<file path="config.mk">
export PLATFORM = sky130hd
export DESIGN_NAME = sound_scheduler
export DESIGN_NICKNAME = d
export VERILOG_FILES = /design/src/rtl/sound_scheduler.sv
export SDC_FILE = /design/constraint.sdc
export NUM_CORES = 1
export LEC_CHECK = 0
export CORE_MARGIN = 3
export CORE_UTILIZATION = 59
export DETAILED_ROUTE_END_ITERATION = 10
export GPL_TIMING_DRIVEN = 0
export PLACE_DENSITY_LB_ADDON = 0.08
export SLEW_MARGIN = 5
export SYNTH_ARGS = -nofsm -noshare
export SYNTH_HDL_FRONTEND = slang
export SYNTH_SLANG_ARGS = --single-unit
</file>
<file path="constraint.sdc">
create_clock -name clk -period 2.85 [get_ports clk]
set_clock_uncertainty 0.05 [all_clocks]
set_input_delay 0.57 -clock clk [delete_from_list [all_inputs] [get_ports clk]]
set_output_delay 0.57 -clock clk [all_outputs]
set_load 0.01 [all_outputs]
</file>
<file path="src/rtl/sound_scheduler.sv">
// rtl/sound_scheduler.sv - priority scheduler feeding sound codes to the piezo player
// Grants die > eat > music, latches one-shot requests and lets strictly higher requests cut in.
module sound_scheduler #(
    parameter int unsigned TACT_CYCLES = 4194304,
    parameter int unsigned LEN_MUSIC   = 102,
    parameter int unsigned LEN_EAT     = 2,
    parameter int unsigned LEN_DIE     = 9,
    parameter int unsigned GAP_CYCLES  = 1048576
) (
    input  logic       clk,
    input  logic       rst,
    input  logic       req_eat,
    input  logic       req_die,
    input  logic       music_en,
    input  logic       mute,
    output logic [1:0] sound_code,
    output logic       inp_call,
    output logic       busy,
    output logic       preempted
);

    typedef enum logic [1:0] {S_IDLE, S_PLAY, S_GAP} state_t;

    localparam logic [22:0] TACT_LAST  = 23'(TACT_CYCLES - 1);
    localparam logic [22:0] GAP_LAST   = 23'(GAP_CYCLES - 1);
    localparam logic [6:0]  LAST_MUSIC = 7'(LEN_MUSIC - 1);
    localparam logic [6:0]  LAST_EAT   = 7'(LEN_EAT - 1);
    localparam logic [6:0]  LAST_DIE   = 7'(LEN_DIE - 1);

    state_t      state_q;
    logic [1:0]  code_q;
    logic        call_q;
    logic        pre_q;
    logic        pend_die_q;
    logic        pend_eat_q;
    logic [22:0] cyc_q;
    logic [6:0]  tact_q;

    logic        want_die;
    logic        want_eat;
    logic        have_req;
    logic [1:0]  req_code;
    logic [1:0]  grant_code;
    logic [6:0]  last_tact;
    logic        tact_end;
    logic        play_end;
    logic        grant;

    // Code value doubles as priority: die=2 > eat=1 > music=0.
    always_comb begin
        want_die   = pend_die_q | req_die;
        want_eat   = pend_eat_q | req_eat;
        have_req   = want_die | want_eat;
        req_code   = want_die ? 2'd2 : 2'd1;
        grant_code = have_req ? req_code : 2'd0;
        case (code_q)
            2'd2:    last_tact = LAST_DIE;
            2'd1:    last_tact = LAST_EAT;
            default: last_tact = LAST_MUSIC;
        endcase
        tact_end = (cyc_q == TACT_LAST);
        play_end = tact_end && (tact_q == last_tact);
        grant    = 1'b0;
        if (!mute) begin
            if (state_q == S_IDLE)
                grant = have_req | music_en;
            else if (state_q == S_PLAY)
                grant = !play_end && have_req && (req_code > code_q);
        end
    end

    always_ff @(posedge clk or posedge rst) begin
        if (rst) begin
            state_q    <= S_IDLE;
            code_q     <= 2'd0;
            call_q     <= 1'b0;
            pre_q      <= 1'b0;
            pend_die_q <= 1'b0;
            pend_eat_q <= 1'b0;
            cyc_q      <= 23'd0;
            tact_q     <= 7'd0;
        end else begin
            pre_q      <= 1'b0;
            pend_die_q <= want_die;
            pend_eat_q <= want_eat;
            if (grant) begin
                state_q <= S_PLAY;
                code_q  <= grant_code;
                call_q  <= ~call_q;
                pre_q   <= (state_q == S_PLAY);
                cyc_q   <= 23'd0;
                tact_q  <= 7'd0;
                if (want_die)
                    pend_die_q <= 1'b0;
                else if (want_eat)
                    pend_eat_q <= 1'b0;
            end else begin
                case (state_q)
                    S_PLAY: begin
                        if (play_end) begin
                            state_q <= S_GAP;
                            cyc_q   <= 23'd0;
                            tact_q  <= 7'd0;
                        end else if (tact_end) begin
                            cyc_q  <= 23'd0;
                            tact_q <= tact_q + 7'd1;
                        end else begin
                            cyc_q <= cyc_q + 23'd1;
                        end
                    end
                    S_GAP: begin
                        if (cyc_q == GAP_LAST) begin
                            state_q <= S_IDLE;
                            cyc_q   <= 23'd0;
                        end else begin
                            cyc_q <= cyc_q + 23'd1;
                        end
                    end
                    default: begin
                        cyc_q  <= 23'd0;
                        tact_q <= 7'd0;
                    end
                endcase
            end
        end
    end

    assign sound_code = code_q;
    assign inp_call   = call_q;
    assign preempted  = pre_q;
    assign busy       = (state_q != S_IDLE);

endmodule

</file>
After elaboration in Yosys (flattened, before gate mapping). Index checks and enable logic that the tools add are counted.

Register bits after elaboration: 38. Logic and storage cells: 59. Input port bits: 6.

$add $sub $neg: 2. Magnitude comparators: 1. Reduce and logical (&&, ||, !) cells: 9. Bitwise gates (word level): 5. Muxes and demuxes: 23. Equal/unequal tests: 11.

Operator list (count): 23-bit two-way mux (4); 23-bit case mux with 2 select lines (1); 7-bit case mux with 2 select lines (2); 23-bit by 1-bit adder with 23-bit output (second input constant) (1); 23-bit by 20-bit == test with 1-bit output (second input constant) (1); 23-bit by 22-bit == test with 1-bit output (second input constant) (1); 7-bit two-way mux (3); 2-bit two-way mux (5); 7-bit by 1-bit adder with 7-bit output (second input constant) (1); 7-bit == test (1); 1-bit two-way mux (7); 3-bit inequality test (second input constant) (2); 2-bit by 1-bit == test with 1-bit output (second input constant) (2); 2-bit == test (second input constant) (2); 4-bit inequality test (second input constant) (1); 1-bit OR (4); 2-bit case mux with 2 select lines (1); 1-bit logical AND (3); 3-bit AND reduction (1); 3-bit nonzero test (1); 2-bit > comparator (1); 2-bit zero test (1); 2-bit inequality test (second input constant) (1); 2-bit AND reduction (1); 3 further kinds (3).

Longest topological paths before layout. Gate-level depths: netlist of the first run.

Word-level depth: 12. Depth in mapped cells: 11.

Least setup slack after synthesis of the first run. OpenSTA, ideal clock, no wires.

Kind: register -> register. Start: reg code_q[0], in the netlist sound_code[0]. End: reg cyc_q[14]. Library setup time: 69 ps. Data required time: 2731 ps. Stages on the path, launching flop included: 11. Data arrival time: 2533 ps. Path slack: 199 ps. Cells stage by stage: dfrtp_1 inv_1 ha_1 or4_4 a2111oi_4 and3_1 a21o_1 buf_6 o21ai_4 buf_6 nor2_2.

Longest elaborated chain between the ends: 11. Elaborated cells between the ends (all ways): 15. Those cells by class: order compare: 1; eq/ne: 3; mux: 7; reduce/logical: 4.

RTL lines: start, declared (line 31) `logic [1:0] code_q;`; start signal, assigned (line 88) `code_q <= grant_code;`; 2-bit by 1-bit == test with 1-bit output or 2-bit == test (tied branches) (line 56) `case (code_q)`; 7-bit case mux with 2 select lines (line 56); 7-bit == test (line 62) `play_end = tact_end && (tact_q == last_tact);`; 1-bit logical AND (line 62); 1-bit zero test (line 68) `grant = !play_end && have_req && (req_code > code_q);`; 1-bit logical AND (2 in a row) (line 68); 1-bit two-way mux (line 67) `else if (state_q == S_PLAY)`; 1-bit two-way mux (line 65) `if (state_q == S_IDLE)`; 1-bit two-way mux (line 64) `if (!mute) begin`; 23-bit two-way mux * (line 86) `if (grant) begin`; end signal, assigned (line 108) `cyc_q <= cyc_q + 23'd1;`; end signal, assigned (line 116) `cyc_q <= cyc_q + 23'd1;`; end, declared (line 36) `logic [22:0] cyc_q;`.

Mark *: on every way between the ends. The rest lies on a longest branch, timed or not. A chain may end at the register's enable or synchronous reset.

Worst setup path after layout of the first run.
Start: reg code_q[0], in the netlist sound_code[0]. End: reg cyc_q[7].

The elaborated chain is that of the path after synthesis.

==> summary.md, run 1 <==
| Metric | Value |
|---|---|
| Run status | finished, final reports clean |
| Avg Vias per Cell | ~5.8 |
| Minimum setup slack after placement | -301 ps |
| Switch share | 36.7% |
| Cell at the root of the clock tree | sky130_fd_sc_hd__clkbuf_8 |
| Shortest period the worst path allows | 2680 ps |
| Register area share after synthesis | between 40% and 50% |
| Core Box Area | 3440 µm² |
| Antenna violation net count after detailed routing | 0 |
| Chip Width | between 60 and 70 µm |
| NumNets Final | around 260 |
| Start point of the worst min-delay path | inp_call$_DFFE_PP0N_ |
| Path type of the worst min-delay path | reg2reg |
| Setup TNS | 0 ps |
| Final HPWL DP | 2.97 mm |
| Synthesis-to-layout area growth | 12.9% |
| Data required, critical path | approximately 3000 ps |
| Startpoint class of the critical path | flip-flop |
| Clock share of power | 23.2% |
| Most area-hungry cell type in the Yosys netlist | sky130_fd_sc_hd__dfrtp_1 |
| Final RePlAce weighted congestion | 0.815 |
| Terminating pin of the worst hold path | inp_call$_DFFE_PP0N_ |
| Number of remaining DRC errors | 0 |
| Gate power share | 42.6% |
| Number of DRC violations after detailed-routing iteration 0 | 190 |
| Routed WL per cell | 14.5 µm |
| Clk slew on worst S/H paths | approximately 80 ps |
| Number of different library cells in the post-synthesis netlist | 41 |
| Post-CTS Hold Buffers | 0 |
| Number of buffers inserted by port buffering | 10 |
| Setup violators final | 0 |
| FMAX | between 300 and 400 MHz |
| Setup repair after global routing missed its margin | no |
| Post-route clock period utilization | 94.1% |
| Worst slew margin relative to its limit | 34.9% |
| Internal cell power | 0.00118 W |
| Max H-tree Level | 2 |
| Slew of the pin with the lowest slew margin | between 900 and 1000 ps |
| Max cap viols | 0 |
| Leakage power of the design | 1.06 nW |
| Crit path setup slack, layout | 169 ps |
| Die height | between 60 and 70 µm |
| Biggest area contributors in the synthesized netlist | sky130_fd_sc_hd__dfrtp_1 44%, sky130_fd_sc_hd__xor2_1 5.7%, sky130_fd_sc_hd__nor2_1 5.6% |
| Worst-Skew Late Latency | around 290 ps |
| Ys Warns | 0 |
| Reg-to-reg endpoint | cyc_q[7]$_DFF_PP0_ |
| Overall Global Routing Usage | ~22% |
| Worst hold slack after final layout | roughly 430 ps |
| Post-synth top area share | a little over two fifths |
| Worst hold path stage count | 1 |
| Num CTS Buffers | 5 |
| Global-route wire length before repair | 7.46 mm |
| Antenna violations before repair | 0 |
| Final Hold Fails | 0 |
| Dpl cell area | approximately 2300 µm² |
| Starting utilization of the core area | 62.8% |
| Worst-path fanout max | 10 |
| Final-report max-slew violation count | 0 |
| CP endpoint kind | flip-flop |
| Final Routed Wirelength | 4.20 mm |
| VDD IR-drop max | a little under 0.5 mV |
| Maximum clock insertion buffer count | 2 |
| CTS sink cnt | 38 |
| TritonCTS clock tree | yes |
| Worst Path Arrival | between 2000 and 3000 ps |
| FP Rows | 21 |
| Total Power | 0.00186 W |
| I/O pin total | 11 |
| Antenna Cells | 0 |
| Via total after detailed routing | 1673 |
| Synthesized instance count | 225 |
| Net load switching power | 0.000683 W |
| Mapped Nets | 240 |
| Pre-Repair DR Iteration Count | 4 |
| Non-Filler Cell Area, Final | 2440 µm² |
| Filler cell count in the final layout | 248 |
| Worst-case register-to-register setup slack | approximately 170 ps |
| Total of flip-flops plus latches after synthesis | 38 |
| Die area | 4430 µm² |
| Pwr per Cell Area | 762 nW/µm² |
| Number of global-route vias before repair | 1691 |
| Sequential Power Share | between 30 and 40% |
| Combined area of all synthesized cells | 2160 µm² |
| Cells on worst reg2reg path | 10 |
| Pin count of the biggest net entering global routing | 39 |
| Crit Path Category | reg2reg |
| Average size of a mapped cell | between 9 and 10 µm² |
| Grt total ovfl | 0 |
| Ratio of cells with drive above 1 in the final layout | 13.1% |
| Reg-to-Reg Start | sound_code[0]$_DFFE_PP0N_ |
[sequential cells by signal (all words and copies together), names as in the netlist]
register,flops
pend_eat_q,1
pend_die_q,1
cyc_q,23
state_q,2
inp_call,1
tact_q,7
preempted,1
sound_code,2
[worst max-delay path, cell delays in order (launching register included)]
cell                        delay [ps]
sky130_fd_sc_hd__dfrtp_1           400
sky130_fd_sc_hd__inv_1              80
sky130_fd_sc_hd__ha_1              310
sky130_fd_sc_hd__or4_4             500
sky130_fd_sc_hd__a2111oi_4         340
sky130_fd_sc_hd__and3_1            250
sky130_fd_sc_hd__a21o_1            140
sky130_fd_sc_hd__buf_6             140
sky130_fd_sc_hd__o21ai_4            90
sky130_fd_sc_hd__buf_6             150
sky130_fd_sc_hd__nor2_1            130
[cells in the mapped netlist (all sizes together)]
cell type	number
xnor2	10
and2b	1
a31oi	3
a2bb2oi	1
mux2	1
and4	1
dfrtp	38
a21o	2
nor4	2
o211a	2
or3	2
nand2b	1
buf	3
clkbuf	2
ha	9
nand4	9
inv	15
and2	1
or4	2
xor2	14
a21boi	1
and3	4
nor4b	1
a21oi	3
nand2	16
or2	1
nor2	42
nor2b	1
o2bb2ai	1
o21ai	11
a2111oi	1
a22o	5
nand3	10
nor3	4
o31ai	4
a32o	1
[worst max-delay path by stage]
stage                              start                endpoint
2_1_floorplan  sound_code[0]$_DFFE_PP0N_     cyc_q[14]$_DFF_PP0_
3_3_place_gp                     req_die  state_q[1]$_DFFE_PP0P_
3_5_place_dp                     req_die      cyc_q[7]$_DFF_PP0_
4_1_cts                          req_die      cyc_q[7]$_DFF_PP0_
5_1_grt               cyc_q[0]$_DFF_PP0_   tact_q[5]$_DFFE_PP0P_
6_report       sound_code[0]$_DFFE_PP0N_      cyc_q[7]$_DFF_PP0_
[per-stage QoR]
step | util [%] | instances
after detailed placement | 67.4 | 281
after floorplan | - | 225
after global placement | 67.4 | 281
after global routing | 71.0 | 290
after CTS | 70.8 | 290
final | 71.0 | 290
[cell families after synthesis]
family / synth area share (%)
adder cells (fa/ha/maj): 5.21
AO/OA/AOI/OAI: 12.6
multiplexers: 0.520
buffers and inverters: 4.51
XOR/XNOR: 9.72
AND/OR/NAND/NOR: 23.5
flip-flops: 44.0
[area by class of cell]
type / instances / area (µm²) / area share, %
Timing Repair Buffer: 11 / 108 / 4.41
Tap cell: 46 / 57.6 / 2.36
Clock buffer: 8 / 110 / 4.51
Sequential cell: 38 / 951 / 38.9
Buffer: 5 / 42.5 / 1.74
Inverter: 15 / 56.3 / 2.31
Multi-Input combinational cell: 167 / 1120 / 45.7
[power by group through the flow]
| stage | Clock [W] | Combinational [W] | Sequential (W) |
|---|---|---|---|
| after detailed placement | 0 | 0.000772 | 0.000646 |
| after global placement | 0 | 0.000744 | 0.000641 |
| after global routing | 0.000471 | 0.000877 | 0.000643 |
| after CTS | 0.000442 | 0.000788 | 0.000636 |
| final | 0.000433 | 0.000794 | 0.000635 |
| after floorplan | 0 | 0.000578 | 0.000646 |
[cells in the final DEF, fill, tap and decap left out, drive strengths merged, types with 2 or more instances in the layout]
master         Yosys  routed
xnor2             10      10
nor2              42      42
a21oi              3       3
ha                 9       9
inv               15      15
a22o               5       5
or4                2       2
a31oi              3       3
nand2             16      16
a21o               2       2
nand3             10      10
and3               4       4
clkbuf             2      10
clkdlybuf4s50      0      10
or3                2       2
nor3               4       4
xor2              14      14
o211a              2       2
dfrtp             38      38
o21ai             11      11
buf                3       4
nor4               2       2
nand4              9       9
o31ai              4       4
[what timing repair did]
item / CTS / global route
resized for setup: 0 / 4
buffers inserted: 1 / 0
endpoints found under the setup margin: 20 / 25
pin swaps: 1 / 0
[layer usage]
layer	vias up	global-route usage, %	share of wire [%]
li1	814	-	-
met1	814	26.2	43
met2	37	38.4	52
met3	8	5.40	3.4
met4	0	9.64	1.5
met5	-	0	0
(Power assumes the default switching activity.)
==> inputs of run 2 (changes only) <==
- CORE_MARGIN: 3 -> 2
- CORE_UTILIZATION: 59 -> 30
- MAX_ROUTING_LAYER: unset -> met4
==> run 2 against run 1 <==
  * First-iteration DRC count is 76% lower
  * Core utilization is 34 points lower
  * Sequential power hardly changed
  * Critical path depth stayed put
  * Non-clock buffer count is 1 higher
  * Register-to-register slack better by 20 ps
  * Maximum frequency is 0.80% higher
  * Largest cell class unchanged
==> summary.md, run 2 (synthesis results as in run 1) <==
| Metric | Value |
|---|---|
| Gate power share | 43.7% (+1.1 points) |
| Reg-to-Reg Start | sound_code[0]$_DFFE_PP0N_ |
| Startpoint class of the critical path | flip-flop |
| Path type of the worst min-delay path | reg2reg |
| CP endpoint kind | flip-flop |
| Met1 usage in global routing | 17.0% (-9.2 points) |
| Placed cells | 332 (+18%) |
| Pin count of the biggest net entering global routing | 25 (-36%) |
| Pwr per Cell Area | 724 nW/µm² (-5.1%) |
| Max cap viols | 0 (unchanged) |
| Setup TNS | 0 ps (unchanged) |
| Internal cell power | 0.00113 W (-4.0%) |
| Global-route layer with the greatest usage | met2 |
| Clk slew on worst S/H paths | 80 ps (about the same) |
| Shortest period the worst path allows | 2660 ps (-21.2 ps) |
| Final Routed Wirelength | 4.35 mm (+3.5%) |
| Synthesis-to-layout area growth | 16.2% |
| Worst slew margin relative to its limit | 31.5% (-3.5 points) |
| CTS sink cnt | 38 (unchanged) |
| Worst-path fanout max | 10 (unchanged) |
| Final Hold Fails | 0 (unchanged) |
| Final HPWL DP | 3.13 mm (+5.4%) |
| Data required, critical path | 3020 ps (about the same) |
| Count of non-filler cells in the finished layout | 341 (+18%) |
| Num CTS Buffers | 5 (unchanged) |
| Via total after detailed routing | 1587 (-5.1%) |
| FMAX | 376 MHz (+0.80%) |
| Die area | 7910 µm² (+79%) |
| Maximum clock insertion buffer count | 2 (unchanged) |
| Biggest registers after layout | cyc_q: 23 flops, tact_q: 7 flops |
| Chip Width | 88.9 µm (+34%) |
| Number of global-route vias before repair | 1561 (-7.7%) |
| GR Layer Usage met2 | 19.7% (-19 points) |
| VDD IR-drop max | 0.319 mV (-35%) |
| Avg Vias per Cell | 4.65 (-19%) |
| NumNets Final | 259 (+0.39%) |
| Worst-case register-to-register setup slack | 190 ps (+20 ps) |
| I/O pin total | 11 (unchanged) |
| Top reg by flops | cyc_q |
| Worst-Skew Late Latency | 290 ps (about the same) |
| Starting utilization of the core area | 31.5% (-31 points) |
| Max H-tree Level | 2 (unchanged) |
| Number of remaining DRC errors | 0 (unchanged) |
| Worst Path Arrival | 2830 ps (about the same) |
| Die height | 88.9 µm (+34%) |
| Top library cells by usage in the layout, fill and taps aside | 38 x sky130_fd_sc_hd__dfrtp_1, 30 x sky130_fd_sc_hd__nor2_1, 16 x sky130_fd_sc_hd__nand2_1 |
| Crit Path Category | reg2reg |
| Met3 track demand over resource in global routing | 3.05% (-2.3 points) |
| Post-CTS Hold Buffers | 0 (unchanged) |
| Antenna violations before repair | 0 (unchanged) |
| Cell at the root of the clock tree | sky130_fd_sc_hd__clkbuf_8 |
| Switch share | 37.8% (+1.1 points) |
| Net load switching power | 0.000687 W (+0.68%) |
| Routed WL per cell | 12.8 µm (-12%) |
| Start point of the worst min-delay path | inp_call$_DFFE_PP0N_ |
| FP Rows | 30 (+43%) |
| Ratio of cells with drive above 1 in the final layout | 13.9% (+0.76 points) |
| Overall Global Routing Usage | 12.9% (-9.4 points) |
| Grt total ovfl | 0 (unchanged) |
| Global-route wire length before repair | 7.60 mm (+1.9%) |
| Core Box Area | 6870 µm² (+100%) |
| Sequential Power Share | 34.8% (+0.7 points) |
| TritonCTS clock tree | yes |
| Antenna Cells | 0 (unchanged) |
| Number of DRC violations after detailed-routing iteration 0 | 45 (-76%) |
| Slew of the pin with the lowest slew margin | 1010 ps (+51.6 ps) |
| Setup violators final | 0 (unchanged) |
| Worst Setup SP | sound_code[0]$_DFFE_PP0N_ |
| Clock share of power | 21.5% (-1.7 points) |
| Antenna violation net count after detailed routing | 0 (unchanged) |
| Crit path setup slack, layout | 190 ps (+21.2 ps) |
| Final RePlAce weighted congestion | 0.724 (-11%) |
| Leakage power of the design | 1.05 nW (-0.20%) |
| Run status | finished, final reports clean |
| Commonest non-fill, non-tap cell in the layout | sky130_fd_sc_hd__dfrtp_1 |
| Max reg flops | 23 (unchanged) |
| Number of buffers inserted by port buffering | 10 (unchanged) |
| Post-route clock period utilization | 93.3% (-0.74 points) |
| Pre-Repair DR Iteration Count | 4 (unchanged) |
| Minimum setup slack after placement | -318 ps (-16.9 ps) |
| Final-report max-slew violation count | 0 (unchanged) |
| Post-layout utilization of the core | 36.6% (-34 points) |
## run 2: path summary, 6_finish.rpt
check	depth (start not counted)	to
hold reg to reg	1	inp_call$_DFFE_PP0N_
min in group asynchronous	2	cyc_q[5]$_DFF_PP0_
setup reg to reg	10	cyc_q[19]$_DFF_PP0_
hold / removal	1	inp_call$_DFFE_PP0N_
max in group asynchronous	3	cyc_q[12]$_DFF_PP0_
setup / recovery	10	cyc_q[19]$_DFF_PP0_
## run 2: final cells by class
cell class / count / area (µm²)
Sequential cell: 38 / 951
Inverter: 15 / 56.3
Buffer: 5 / 42.5
Tap cell: 96 / 120
Clock buffer: 7 / 86.3
Fill cell: 712 / 4360
Timing Repair Buffer: 12 / 128
Multi-Input combinational cell: 167 / 1120
Clock inverter: 1 / 5.00
## run 2: layer usage
metal  routed length, µm  vias to the layer above
li1                    -                      809
met1                2120                      757
met2                2070                       19
met3                 132                        2
met4                  32                        0
met5                   0                        -
## run 2: critical path, stage by stage (launching register included)
cell	delay, ps
sky130_fd_sc_hd__dfrtp_1	420
sky130_fd_sc_hd__inv_1	80
sky130_fd_sc_hd__ha_1	310
sky130_fd_sc_hd__or4_4	500
sky130_fd_sc_hd__a2111oi_4	370
sky130_fd_sc_hd__and3_4	250
sky130_fd_sc_hd__a21o_1	120
sky130_fd_sc_hd__buf_6	140
sky130_fd_sc_hd__o21ai_4	90
sky130_fd_sc_hd__buf_6	160
sky130_fd_sc_hd__nor2_2	100
## run 2: metrics by stage
step,power (W),hold slack (ps),cell area [µm²]
6_report,0.00182,426,2510
2_1_floorplan,0.00122,391,2160
3_3_place_gp,0.00145,412,2380
3_5_place_dp,0.00144,416,2400
5_1_grt,0.00199,445,2510
4_1_cts,0.00186,429,2500
## run 2: timing repair
item	CTS	global route
cloned	0	0
gates resized for setup	0	6
endpoints found under the setup margin	20	28
pin swaps	1	0
setup buffers	1	0
## run 2: power groups by stage
stage | logic (W) | clock network (W) | registers [W]
after global routing | 0.000910 | 0.000438 | 0.000640
after global placement | 0.000803 | 0 | 0.000643
after CTS | 0.000813 | 0.000410 | 0.000634
after floorplan | 0.000578 | 0 | 0.000646
after detailed placement | 0.000796 | 0 | 0.000644
final | 0.000795 | 0.000391 | 0.000633
